$ cat src/rtl/pll_dynport_pkg.sv
// PLL dynamic phase port types and constants.
// Shared by the request arbiter and the phase sequencer.
package pll_dynport_pkg;

  typedef enum logic [2:0] {
    S_IDLE,
    S_SETUP,
    S_STEP_HI,
    S_STEP_LO,
    S_LOAD,
    S_WAIT_LOCK,
    S_ACK
  } state_t;

  localparam logic [2:0] CLKOP  = 3'd0;
  localparam logic [2:0] CLKOS  = 3'd1;
  localparam logic [2:0] CLKOS2 = 3'd2;
  localparam logic [2:0] CLKOS3 = 3'd3;
  localparam logic [2:0] CLKOS4 = 3'd4;
  localparam logic [2:0] CLKOS5 = 3'd5;

  localparam logic DIR_LAG  = 1'b1;
  localparam logic DIR_LEAD = 1'b0;

  function automatic logic signed [15:0] sat16(
    input logic signed [31:0] v
  );
    if (v > 32'sd32767)
      return 16'sd32767;
    else if (v < -32'sd32767)
      return -16'sd32767;
    else
      return v[15:0];
  endfunction

endpackage

$ cat src/rtl/pll_req_rr_arb.sv
// Round-robin grant over the phase-port requesters.
// Pointer advances past the owner only when its op is acked.
module pll_req_rr_arb
  import pll_dynport_pkg::*;
#(
  parameter int NUM_REQ = 4,
  localparam int IW = (NUM_REQ > 1) ? $clog2(NUM_REQ) : 1
) (
  input  logic               clk_i,
  input  logic               rstn_i,
  input  logic [NUM_REQ-1:0] req_i,
  input  logic               take_i,
  input  logic               ack_i,
  output logic [NUM_REQ-1:0] gnt_o,
  output logic [IW-1:0]      idx_o,
  output logic               any_o
);

  logic [IW-1:0] ptr;
  logic [IW-1:0] own;
  int            c;

  always_comb begin
    any_o = 1'b0;
    idx_o = '0;
    c     = 0;
    for (int k = 0; k < NUM_REQ; k++) begin
      c = int'(ptr) + k;
      if (c >= NUM_REQ)
        c = c - NUM_REQ;
      if (!any_o && req_i[c]) begin
        any_o = 1'b1;
        idx_o = IW'(c);
      end
    end
    gnt_o = any_o ? (NUM_REQ'(1) << idx_o) : '0;
  end

  always_ff @(posedge clk_i or negedge rstn_i) begin
    if (!rstn_i) begin
      ptr <= '0;
      own <= '0;
    end else begin
      if (take_i)
        own <= idx_o;
      if (ack_i)
        ptr <= (own == IW'(NUM_REQ - 1)) ? '0 : own + 1'b1;
    end
  end

endmodule

$ cat src/rtl/pll_phase_req_arb.sv
// Runtime sequencer sharing the PLL dynamic phase port between requesters.
// Define PHASE_ARB_ACCUM_EN to add the per-output net step accumulator (acc_o).
module pll_phase_req_arb
  import pll_dynport_pkg::*;
#(
  parameter int NUM_REQ   = 4,
  parameter int STEP_W    = 8,
  parameter int SETUP_CYC = 2,
  parameter int STEP_CYC  = 4,
  parameter int LOAD_CYC  = 2,
  parameter int LOCK_TMO  = 4096
) (
  input  logic                      clk_i,
  input  logic                      rstn_i,
  input  logic                      done_pll_init_i,
  input  logic                      pll_lock_i,
  input  logic [NUM_REQ-1:0]        req_i,
  input  logic [NUM_REQ*3-1:0]      req_sel_i,
  input  logic [NUM_REQ-1:0]        req_dir_i,
  input  logic [NUM_REQ*STEP_W-1:0] req_steps_i,
`ifdef PHASE_ARB_ACCUM_EN
  output logic [8*16-1:0]           acc_o,
`endif
  output logic [NUM_REQ-1:0]        ack_o,
  output logic                      busy_o,
  output logic                      err_o,
  output logic [2:0]                phasesel_o,
  output logic                      phasedir_o,
  output logic                      phasestep_o,
  output logic                      phaseloadreg_o
);

  localparam int IW = (NUM_REQ > 1) ? $clog2(NUM_REQ) : 1;
  localparam int TW =
    $clog2(LOCK_TMO + SETUP_CYC + STEP_CYC + LOAD_CYC + 1);

  state_t               state;
  state_t               state_d;
  logic [TW-1:0]        tmr;
  logic [TW-1:0]        tmr_d;
  logic [STEP_W-1:0]    cnt;
  logic [STEP_W-1:0]    cnt_d;
  logic [STEP_W-1:0]    steps_sel;
  logic [2:0]           sel_q;
  logic                 dir_q;
  logic [NUM_REQ-1:0]   gnt;
  logic [NUM_REQ-1:0]   gnt_q;
  logic [IW-1:0]        idx;
  logic                 any;
  logic                 take;
  logic                 err_d;
  logic                 lock_m;
  logic                 lock_s;
  logic                 drive;

  pll_req_rr_arb #(
    .NUM_REQ(NUM_REQ)
  ) u_arb (
    .clk_i (clk_i),
    .rstn_i(rstn_i),
    .req_i (req_i),
    .take_i(take),
    .ack_i (state == S_ACK),
    .gnt_o (gnt),
    .idx_o (idx),
    .any_o (any)
  );

  assign steps_sel = req_steps_i[int'(idx)*STEP_W +: STEP_W];

  assign drive = (state == S_SETUP)   || (state == S_STEP_HI) ||
                 (state == S_STEP_LO) || (state == S_LOAD)    ||
                 (state == S_WAIT_LOCK);

  always_comb begin
    state_d = state;
    tmr_d   = tmr + 1'b1;
    cnt_d   = cnt;
    err_d   = err_o;
    take    = 1'b0;
    unique case (state)
      S_IDLE: begin
        tmr_d = '0;
        // owner's req is still high while its ack pin is shown
        if (done_pll_init_i && any && ~|ack_o) begin
          take    = 1'b1;
          cnt_d   = steps_sel;
          state_d = (steps_sel == '0) ? S_ACK : S_SETUP;
        end
      end
      S_SETUP: begin
        if (tmr == TW'(SETUP_CYC - 1)) begin
          tmr_d   = '0;
          state_d = S_STEP_HI;
        end
      end
      S_STEP_HI: begin
        if (tmr == TW'(STEP_CYC - 1)) begin
          tmr_d   = '0;
          state_d = S_STEP_LO;
        end
      end
      S_STEP_LO: begin
        if (tmr == TW'(STEP_CYC - 1)) begin
          tmr_d   = '0;
          cnt_d   = cnt - 1'b1;
          state_d = (cnt == STEP_W'(1)) ? S_LOAD : S_STEP_HI;
        end
      end
      S_LOAD: begin
        if (tmr == TW'(LOAD_CYC - 1)) begin
          tmr_d   = '0;
          state_d = S_WAIT_LOCK;
        end
      end
      S_WAIT_LOCK: begin
        // first synced sample predates the load, so skip it
        if (tmr != '0 && lock_s) begin
          state_d = S_ACK;
        end else if (tmr == TW'(LOCK_TMO - 1)) begin
          err_d   = 1'b1;
          state_d = S_ACK;
        end
      end
      S_ACK: begin
        tmr_d   = '0;
        state_d = S_IDLE;
      end
      default: begin
        tmr_d   = '0;
        state_d = S_IDLE;
      end
    endcase
  end

  always_ff @(posedge clk_i or negedge rstn_i) begin
    if (!rstn_i) begin
      state          <= S_IDLE;
      tmr            <= '0;
      cnt            <= '0;
      sel_q          <= CLKOP;
      dir_q          <= DIR_LEAD;
      gnt_q          <= '0;
      lock_m         <= 1'b0;
      lock_s         <= 1'b0;
      err_o          <= 1'b0;
      ack_o          <= '0;
      busy_o         <= 1'b0;
      phasesel_o     <= CLKOP;
      phasedir_o     <= DIR_LEAD;
      phasestep_o    <= 1'b0;
      phaseloadreg_o <= 1'b0;
    end else begin
      state  <= state_d;
      tmr    <= tmr_d;
      cnt    <= cnt_d;
      err_o  <= err_d;
      lock_m <= pll_lock_i;
      lock_s <= lock_m;
      if (take) begin
        sel_q <= req_sel_i[int'(idx)*3 +: 3];
        dir_q <= req_dir_i[idx];
        gnt_q <= gnt;
      end
      ack_o          <= (state == S_ACK) ? gnt_q : '0;
      busy_o         <= (state_d != S_IDLE) || (state == S_ACK);
      phasesel_o     <= drive ? sel_q : CLKOP;
      phasedir_o     <= drive ? dir_q : DIR_LEAD;
      phasestep_o    <= (state == S_STEP_HI);
      phaseloadreg_o <= (state == S_LOAD);
    end
  end

`ifdef PHASE_ARB_ACCUM_EN
  logic signed [15:0] acc [8];
  logic [STEP_W-1:0]  steps_q;
  logic signed [31:0] cur;
  logic signed [31:0] delta;

  always_comb begin
    cur   = acc[sel_q];
    delta = signed'(32'(steps_q));
    if (dir_q == DIR_LEAD)
      delta = -delta;
  end

  always_ff @(posedge clk_i or negedge rstn_i) begin
    if (!rstn_i) begin
      steps_q <= '0;
      for (int i = 0; i < 8; i++)
        acc[i] <= '0;
    end else begin
      if (take)
        steps_q <= steps_sel;
      if (state == S_ACK)
        acc[sel_q] <= sat16(cur + delta);
    end
  end

  for (genvar i = 0; i < 8; i++) begin : g_acc
    assign acc_o[i*16 +: 16] = acc[i];
  end
`endif

endmodule

$ cat config.mk
export PLATFORM = sky130hd
export DESIGN_NAME = pll_phase_req_arb
export DESIGN_NICKNAME = d
export VERILOG_FILES = /design/src/rtl/pll_dynport_pkg.sv /design/src/rtl/pll_req_rr_arb.sv /design/src/rtl/pll_phase_req_arb.sv
export SDC_FILE = /design/constraint.sdc
export NUM_CORES = 1
export LEC_CHECK = 0
export ABC_AREA = 1
export CAP_MARGIN = 20
export CORE_ASPECT_RATIO = 1.4
export CORE_MARGIN = 2
export CORE_UTILIZATION = 47
export CTS_CLUSTER_SIZE = 8
export DETAILED_ROUTE_END_ITERATION = 12
export GPL_TIMING_DRIVEN = 0
export PLACE_DENSITY_LB_ADDON = 0.3
export SYNTH_ARGS = -nofsm -noshare
export SYNTH_HDL_FRONTEND = slang
export SYNTH_HIERARCHICAL = 1
export SYNTH_SLANG_ARGS = --single-unit
$ cat constraint.sdc
create_clock -name clk_i -period 2.1 [get_ports clk_i]
set_input_delay 0.21 -clock clk_i [delete_from_list [all_inputs] [get_ports clk_i]]
set_output_delay 0.21 -clock clk_i [all_outputs]
set_load 0.05 [all_outputs]
Word level (Yosys, flattened, before mapping)
Cells that the tools add are included. Widths: inputs -> output; s select.

Memories: 0. Register bits: 50. Bits in latches: 0. Bits in writable memories: 0. Bits in read-only memories: 0. Word-level logic and storage cells: 128. Output and inout bits: 12.

Mux-type cells: 49. Bitwise operators: 1. Divide/modulo/power cells: 0. $lt $le $gt $ge: 9. Reductions and logical operators: 25. Eq/ne operators: 13. $mul: 1. Shifts and indexed selects: 3. $add $sub $neg: 10.

Operators with widths (number): $lt 32x4->1 const B (4); $mux 32 (4); $ge 32x4->1 const B (3); $sub 32x4->32 const B (3); $pmux 13 s3 (1); $shiftx 32x6->8 (1); $mux 3 (10); $mux 13 (2); $pmux 3 s6 (1); $mux 1 (16); $mux 8 (2); $pmux 8 s2 (1); $add 13x1->13 const B (1); $eq 13x1->1 const B (1); $eq 13x12->1 const B (1); $eq 13x2->1 const B (1); $reduce_bool 13->1 (1); $shiftx 12x5->3 (1); $bmux 1 s2 (5); $mux 2 (5); $eq 3x3->1 const B (3); $eq 8x1->1 const B (1); $logic_not 8->1 (1); $mux 4 (2); other kinds (24) (40).

Longest topological paths before layout
Gate-level depths: netlist (run 1).

Depth in word-level cells: 22. Depth in mapped cells: 24. Depth with buffers taken out: 21.

Modules after synthesis
Netlist (run 1), hierarchy kept.

Modules (own cells, without submodules): pll_phase_req_arb (times used 1, area each 2686.3 um^2, cells each 372, seq. area each 1151.1 um^2); pll_req_rr_arb (times used 1, area each 521.8 um^2, cells each 85, seq. area each 100.1 um^2).

Worst setup path after synthesis (run 1)
No wires, ideal clock.

Path type: register to register. Start point: reg u_arb.ptr[0]. End point: reg busy_o. Arrival: 2.080 ns. Setup time: 0.120 ns. Cell stages (with the launch flop): 22. Path slack: -0.100 ns. Buffers on the path: 3. Period minus slack after synthesis: 2.200 ns. Required time: 1.980 ns. Cells stage by stage: dfrtp_1 > buf_6 > inv_8 > nand2_2 > nand3_1 > nand2_2 > nor2_4 > nand3_2 > nand3_2 > inv_1 > buf_6 > buf_4 > nand2_1 > nand3_1 > nand2_1 > nand2_1 > nor2_2 > nand2_1 > nand2_1 > nand3_2 > nor2_1 > nand2_1.

RTL lines: start: declaration (RTL line pll_req_rr_arb.sv:19) `logic [IW-1:0] ptr;`; start signal: assignment (RTL line pll_req_rr_arb.sv:47) `ptr <= (own == IW'(NUM_REQ - 1)) ? '0 : own + 1'b1;`; branches (longest 14 deep; another with $sub 32x4->32); $mux 1 (*) (RTL line pll_req_rr_arb.sv:31) `if (!any_o && req_i[c]) begin`; via any (RTL line pll_phase_req_arb.sv:49) `logic any;`; $logic_and 1x1->1 (*) (2 in a row) (RTL line pll_phase_req_arb.sv:85) `if (done_pll_init_i && any && ~|ack_o) begin`; $mux 3 (*) (RTL line pll_phase_req_arb.sv:85); $pmux 3 s6 (*) (RTL line pll_phase_req_arb.sv:81) `unique case (state)`; via state_d[0] (RTL line pll_phase_req_arb.sv:38) `state_t state_d;`; $reduce_bool 3->1 (*) (RTL line pll_phase_req_arb.sv:166) `busy_o <= (state_d != S_IDLE) || (state == S_ACK);`; $logic_or 1x1->1 (*) (RTL line pll_phase_req_arb.sv:166); end signal: assignment (RTL line pll_phase_req_arb.sv:166); end: declaration (RTL line pll_phase_req_arb.sv:25) `output logic busy_o,`.

Mark *: on every way through the listed nets, which the timed path passes. The select of a mux whose other input is x is not followed. A chain may end at the register's enable or synchronous reset.

Final worst setup path (run 1)
Start point: reg u_arb.ptr[0]. End point: reg busy_o.

Longest elaborated chain between the ends: 22.

Ends and longest elaborated chain: branches (longest 14 deep; another with $sub 32x4->32); $mux 2 (*) (RTL line pll_req_rr_arb.sv:31); via idx[0] (RTL line pll_phase_req_arb.sv:48) `logic [IW-1:0] idx;`; $shiftx 32x6->8 (*) (RTL line pll_phase_req_arb.sv:69) `assign steps_sel = req_steps_i[int'(idx)*STEP_W +: STEP_W];`; $logic_not 8->1 (*) (RTL line pll_phase_req_arb.sv:88) `state_d = (steps_sel == '0) ? S_ACK : S_SETUP;`; $mux 3 (*) (RTL line pll_phase_req_arb.sv:88); $mux 3 (*) (RTL line pll_phase_req_arb.sv:85); $pmux 3 s6 (*) (RTL line pll_phase_req_arb.sv:81); via state_d[0] (RTL line pll_phase_req_arb.sv:38); $reduce_bool 3->1 (*) (RTL line pll_phase_req_arb.sv:166); $logic_or 1x1->1 (*) (RTL line pll_phase_req_arb.sv:166).

Marks and branches as above.

==> results.cfg, run 1 <==
[floorplan]
die-area_um2 = 7510
num_io_pins = 68
core-area_um2 = 6610
die_w_um = 73.8
start_util_pct = 48.5
die_y_um = 102
row_count = 35

[final_layout]
n_antenna_cell = 0
final_common_cell = nand2_1
drive_gt1_share_pct = 27.8
final_cell_mix = nand2_1, clkdlybuf4s50_1, nor2_1, dfrtp_1, nand2_2
area_growth_pct = 48.0
nets = 626

[pwr]
switching_share_pct = 41.1
p_leak_nw = 2.24
power.total_mw = 4.24
pwr-share-seq_pct = 34.8
p_per_area_nw_per_um2 = 892
p_clk_share_pct = 16.4
p_sw_mw = 1.74
p_int_mw = 2.49
combPwrFrac_pct = 48.7
ir_drop_mv = 0.639

[status]
violations = negative setup slack
status = complete, but fails checks

[setup_path]
path_class = flip-flop to flip-flop
rrSetupSlack_ps = -500
critPathRequiredTime_ps = 2280
crit_arrival_ps = 2780
crit_path_end_kind = flip-flop
setup.worst_path.start_class = flip-flop
cp_max_fo = 8

[global_routing]
track_usage_pct = 25.1
grt-ovfl-total = 0
grt_max_degree = 37
antenna_found_initial = 0
grt_first_pass_wirelength_um = 14900
grt_pass1_vias = 3421

[drt]
wl_um = 9380
drt-pass1-iter-count = 7
routedWlPerCell_um = 14.3
via_per_inst = 5.23
wl_met3_um = 260
wl_met1_um = 3560
routed.top_layer = met4
dr_wl_met2_um = 5180
antenna_left = 0
drt_iter0_markers = 166
vias = 3428
route.detailed.drc = 0

[sta]
rsz0062_at_grt = true
tightest_slew_ps = 554
slew_violations = 0
fin_ws_ps = -497
relSlewSlack_pct = 63.0
holdWs_ps = 348
max_freq_mhz = 385
skew_ps = 10.2
final_hold_viol_count = 0
min_period_ps = 2600
setup_violations = 22
fin_crit_sh_pct = 124

[placed_design]
port_buffers = 67
place_hpwl_um = 6120
finalWeightedCongestion = 0.844

[yosys]
synth_ff_type = dfrtp_1
yosysUniqueCellTypes = 34
synth_edf_count = 0
ys_seq_area_share_pct = 39.0
yosys_warnings = 6
netlist_instances = 457
synth.ff_latch_count = 50
syn_avg_cell_area_um2 = 7.02
synth_fp_nets = 519
async_reset_ff_share_pct = 100
syn_area_um2 = 3210

[clock_network]
clockRootBuffer = clkbuf_8
cts_tree = built
clkLatencyLatePin_ps = 300
htree_num_levels = 2
cts_max_path_buffers = 2
numCtsBuffers = 5
clock_sink_count = 50
clk_pin_slew_worst_paths_ps = 90

[min_path]
min-delay-path-class = input pin to async pin

[run]
max_cap_violations = 0
## state kept, by name, summed over array words and instances (netlist names)
signal	cells
ack_o	4
busy_o	1
cnt	8
dir_q	1
err_o	1
gnt_q	4
lock_m	1
lock_s	1
phasedir_o	1
phaseloadreg_o	1
phasesel_o	3
phasestep_o	1
sel_q	3
state	3
tmr	13
u_arb/own	2
u_arb/ptr	2
## layout make-up
cell class / instances / area (µm²)
clock buffers: 6 / 82.6
plain buffers: 11 / 124
multi-input cells: 344 / 1980
flip-flops and latches: 50 / 1250
fillers: 476 / 1870
clock inverters: 1 / 30.0
well taps: 92 / 115
inverters: 52 / 213
repair inverters: 1 / 6.26
repair buffers: 99 / 941
## power by group through the flow
stage	combinational (mW)	sequential (mW)	clock (mW)
floorplan	1.10	1.61	0
global placement	1.68	1.47	0
detailed placement	1.72	1.49	0
CTS	1.97	1.47	0.706
global route	2.30	1.51	0.737
finish	2.06	1.48	0.696
## routing by layer
layer  up-vias  GRT usage [%]
li1       1667              -
met1      1635           29.1
met2        95           45.1
met3        31           3.08
met4         0           11.3
met5         -              0
## synth_stat cells (2+ instances only)
master   count  share of area [%]
a21oi_1     11                1.7
nor3_1       3               0.47
o21ai_0     28                4.4
nand3_2      6                1.9
nand2_2     12                2.3
xor2_1       4                1.1
buf_2        4               0.62
nor2_2       8                1.6
inv_2        8               0.94
o22ai_1      5               0.98
nand4_1      3               0.59
a31oi_1      2               0.39
o21ai_1      6               0.94
xnor2_1      2               0.55
buf_6        6                2.1
nand3_1     36                5.6
inv_1       42                4.9
dfrtp_1     50                 39
nand2_1    135                 16
ha_1         6                2.3
nor2_4       2               0.70
nor2_1      66                7.7
## worst paths after layout
path,depth (start not counted),from,endpoint
worst min register to register,0,lock_m$_DFF_PN0_,lock_s$_DFF_PN0_
min in group clk_i,1,pll_lock_i,lock_m$_DFF_PN0_
worst min-delay path,2,rstn_i,cnt[1]$_DFFE_PN0P_
max in group asynchronous,3,rstn_i,u_arb/ptr[1]$_DFFE_PN0P_
worst max-delay path,24,u_arb/ptr[0]$_DFFE_PN0P_,busy_o$_DFF_PN0_
worst max register to register,24,u_arb/ptr[0]$_DFFE_PN0P_,busy_o$_DFF_PN0_
## cells by family after synthesis
group / synth area share, %
AO/OA/AOI/OAI: 9.56
buffers and inverters: 9.36
flip-flops: 39.0
AND/OR/NAND/NOR: 38.1
XOR/XNOR: 1.64
adder cells (fa/ha/maj): 2.34
## critical path, stage by stage (launching register included)
cell and delay (ps):
dfrtp_1 410, buf_6 180, inv_8 60, nand2_2 60
nand2_2 80, nand2_4 90, nand2_4 60, nand2_4 80
nand2_2 60, nand2_4 80, nand3_4 80, inv_2 70
buf_8 140, inv_8 50, buf_6 120, nand2_1 60
nand3_2 80, nand2_1 100, nand2_2 70, nor2_4 110
nand2_2 60, nand2_2 80, nand3_2 80, nor2_1 120
nand2_1 70
## through the flow
step | TNS [ps] | cell area, µm² | setup slack [ps] | util [%] | instances
final | -4390 | 4750 | -497 | 71.8 | 656
after global routing | -6260 | 4750 | -621 | 71.8 | 656
after CTS | -1660 | 4600 | -401 | 69.6 | 649
after detailed placement | -6650 | 4020 | -718 | 60.8 | 617
after global placement | -32710 | 4010 | -571 | 60.6 | 616
after floorplan | -80.7 | 3220 | -50.9 | - | 457
## what timing repair did
item | CTS | global route
pin swaps | 20 | 17
hold endpoints to repair | 14 | 0
resized for setup | 79 | 30
buffers inserted | 20 | 7
setup endpoints to repair | 21 | 22
hold buffers | 1 | 0
cloned | 4 | 0
No activity file was read; power rests on OpenSTA's default activity.
==> inputs of run 2 (changes only) <==
--- a/config.mk
+++ b/config.mk
@@ -9,7 +9,7 @@
 export CAP_MARGIN = 20
 export CORE_ASPECT_RATIO = 1.4
 export CORE_MARGIN = 2
-export CORE_UTILIZATION = 47
+export CORE_UTILIZATION = 55
 export CTS_CLUSTER_SIZE = 8
 export DETAILED_ROUTE_END_ITERATION = 12
 export GPL_TIMING_DRIVEN = 0
==> constraint.sdc (replaced) <==
create_clock -name clk_i -period 3.11 [get_ports clk_i]
set_input_delay 0.311 -clock clk_i [delete_from_list [all_inputs] [get_ports clk_i]]
set_output_delay 0.311 -clock clk_i [all_outputs]
set_load 0.05 [all_outputs]
==> results.cfg, run 2 (synthesis results as in run 1) <==
[status]
status = completed

[placed_design]
pre_cts_ws_ps = 271
port_buffers = 67
finalWeightedCongestion = 0.799
dp_cells = 593
place_hpwl_um = 5990

[drt]
route.detailed.drc = 0
via_per_inst = 5.27
routedWlPerCell_um = 12.7
drt_iter0_markers = 163
drt-pass1-iter-count = 6
vias = 3170
wl_um = 7670
antenna_left = 0

[global_routing]
track_usage_pct = 25.1
antenna_found_initial = 0
grt_first_pass_wirelength_um = 12500
grt_pass1_vias = 2964
grt-ovfl-total = 0
grt_max_degree = 35

[setup_path]
crit_top_cell = nand2_1
crit_path_end_kind = flip-flop
slowest_delay_ps = 380
rrSetupSlack_ps = 530
path_class = flip-flop to flip-flop
timing.rr.end = busy_o$_DFF_PN0_
rr_worst_depth = 21
critPathRequiredTime_ps = 3310
crit_chain = buf_6 > inv_8 > nand2_2 > nand3_1 > nand2_2 > nor2_4 > nand3_2 > nand3_2 > inv_1 > buf_6 > buf_4 > nand2_1 > nand3_1 > nand2_1 > nand2_1 > nor2_2 > nand2_1 > nand2_1 > nand3_2 > nor2_1 > nand2_1
crit_path_top_delay_cell = dfrtp_1
crit_arrival_ps = 2780
cp_max_fo = 10
r2r-start = u_arb/ptr[0]$_DFFE_PN0P_
setup.worst_path.start_class = flip-flop

[pwr]
power.total_mw = 2.65
p_leak_nw = 2.01
p_per_area_nw_per_um2 = 646
ir_drop_mv = 0.531

[sta]
fin_crit_sh_pct = 83.1
holdWs_ps = 361
fin_ws_ps = 527
finalSetupTns_ps = 0
final_hold_viol_count = 0
tightest_slew_ps = 503
slew_violations = 0
skew_ps = 9.49
rsz0062_at_grt = false
max_freq_mhz = 387
setup_violations = 0
min_period_ps = 2580
relSlewSlack_pct = 66.4

[clock_network]
postCtsSetupBuffers = 0
cts_max_path_buffers = 2
htree_num_levels = 2
numCtsBuffers = 5
clkLatencyLatePin_ps = 310
clk_pin_slew_worst_paths_ps = 90
cts_tree = built
clockRootBuffer = clkbuf_8
clock_sink_count = 50

[floorplan]
num_io_pins = 68
row_count = 32
die-area_um2 = 6470
die_y_um = 94.4
start_util_pct = 57.6
core-area_um2 = 5570
die_w_um = 68.5

[run]
max_cap_violations = 0

[min_path]
whs_endpoint = lock_s$_DFF_PN0_
min-delay-path-class = flip-flop to flip-flop
hold_depth = 0
hp-start = lock_m$_DFF_PN0_

[final_layout]
top_register = tmr
drive_gt1_share_pct = 11.8
final_cell_mix = nand2_1, nor2_1, clkdlybuf4s50_1, dfrtp_1, inv_1
top_regs = tmr: 13 flops, cnt: 8 flops
final_common_cell = nand2_1
area_growth_pct = 28.1
nets = 595
largest_reg_flops = 13
layoutNonFillerInstCount = 602
n_antenna_cell = 0
-- run 2: worst max path at each step --
stage                                  start              endpoint  slack [ps]  cells after the start
floorplan           u_arb/ptr[0]$_DFFE_PN0P_      busy_o$_DFF_PN0_         910                     21
global placement                      rstn_i  phasedir_o$_DFF_PN0_         350                      1
detailed placement                  req_i[3]      busy_o$_DFF_PN0_         270                     18
CTS                 u_arb/ptr[0]$_DFFE_PN0P_      busy_o$_DFF_PN0_         510                     18
global route        u_arb/ptr[0]$_DFFE_PN0P_      busy_o$_DFF_PN0_         260                     18
finish              u_arb/ptr[0]$_DFFE_PN0P_      busy_o$_DFF_PN0_         530                     21
-- run 2: repair_timing --
action / CTS / global route
endpoints found under the hold margin: 16 / 0
endpoints found under the setup margin: 0 / 0
gates resized for setup: 0 / 0
hold buffers: 1 / 0
-- run 2: where the power goes --
part / switching, mW / internal [mW] / total, mW
clock: 0.224 / 0.265 / 0.489
combinational: 0.715 / 0.459 / 1.17
sequential: 0.143 / 0.849 / 0.992
-- run 2: layout make-up --
cell class / instances / area, µm²
clock buffer: 6 / 82.6
inverter: 52 / 205
multi-input combinational: 344 / 1660
tap: 68 / 85.1
buffer: 11 / 95.1
fill: 440 / 1460
timing repair buffer: 69 / 696
clock inverter: 2 / 38.8
sequential: 50 / 1250
-- run 2: routing by layer --
| metal | GRT usage [%] | wire (µm) | vias up |
|---|---|---|---|
| met1 | 30.7 | 3180 | 1472 |
| met5 | 0 | 0 | - |
| met3 | 4.53 | 248 | 18 |
| li1 | - | - | 1597 |
| met2 | 42.3 | 4040 | 83 |
| met4 | 10.7 | 202 | 0 |
-- run 2: critical path: cells and delay by family, from the launching register on --
kind          cells  cell delay, ps
simple gates     16            1470
flops             1             380
buf+inv           5             590
-- run 2: per-stage QoR --
step | util (%) | instance area (µm²)
2_1_floorplan | - | 3210
3_3_place_gp | 71.2 | 3960
3_5_place_dp | 71.5 | 3980
4_1_cts | 73.9 | 4110
5_1_grt | 73.9 | 4110
6_report | 73.9 | 4110
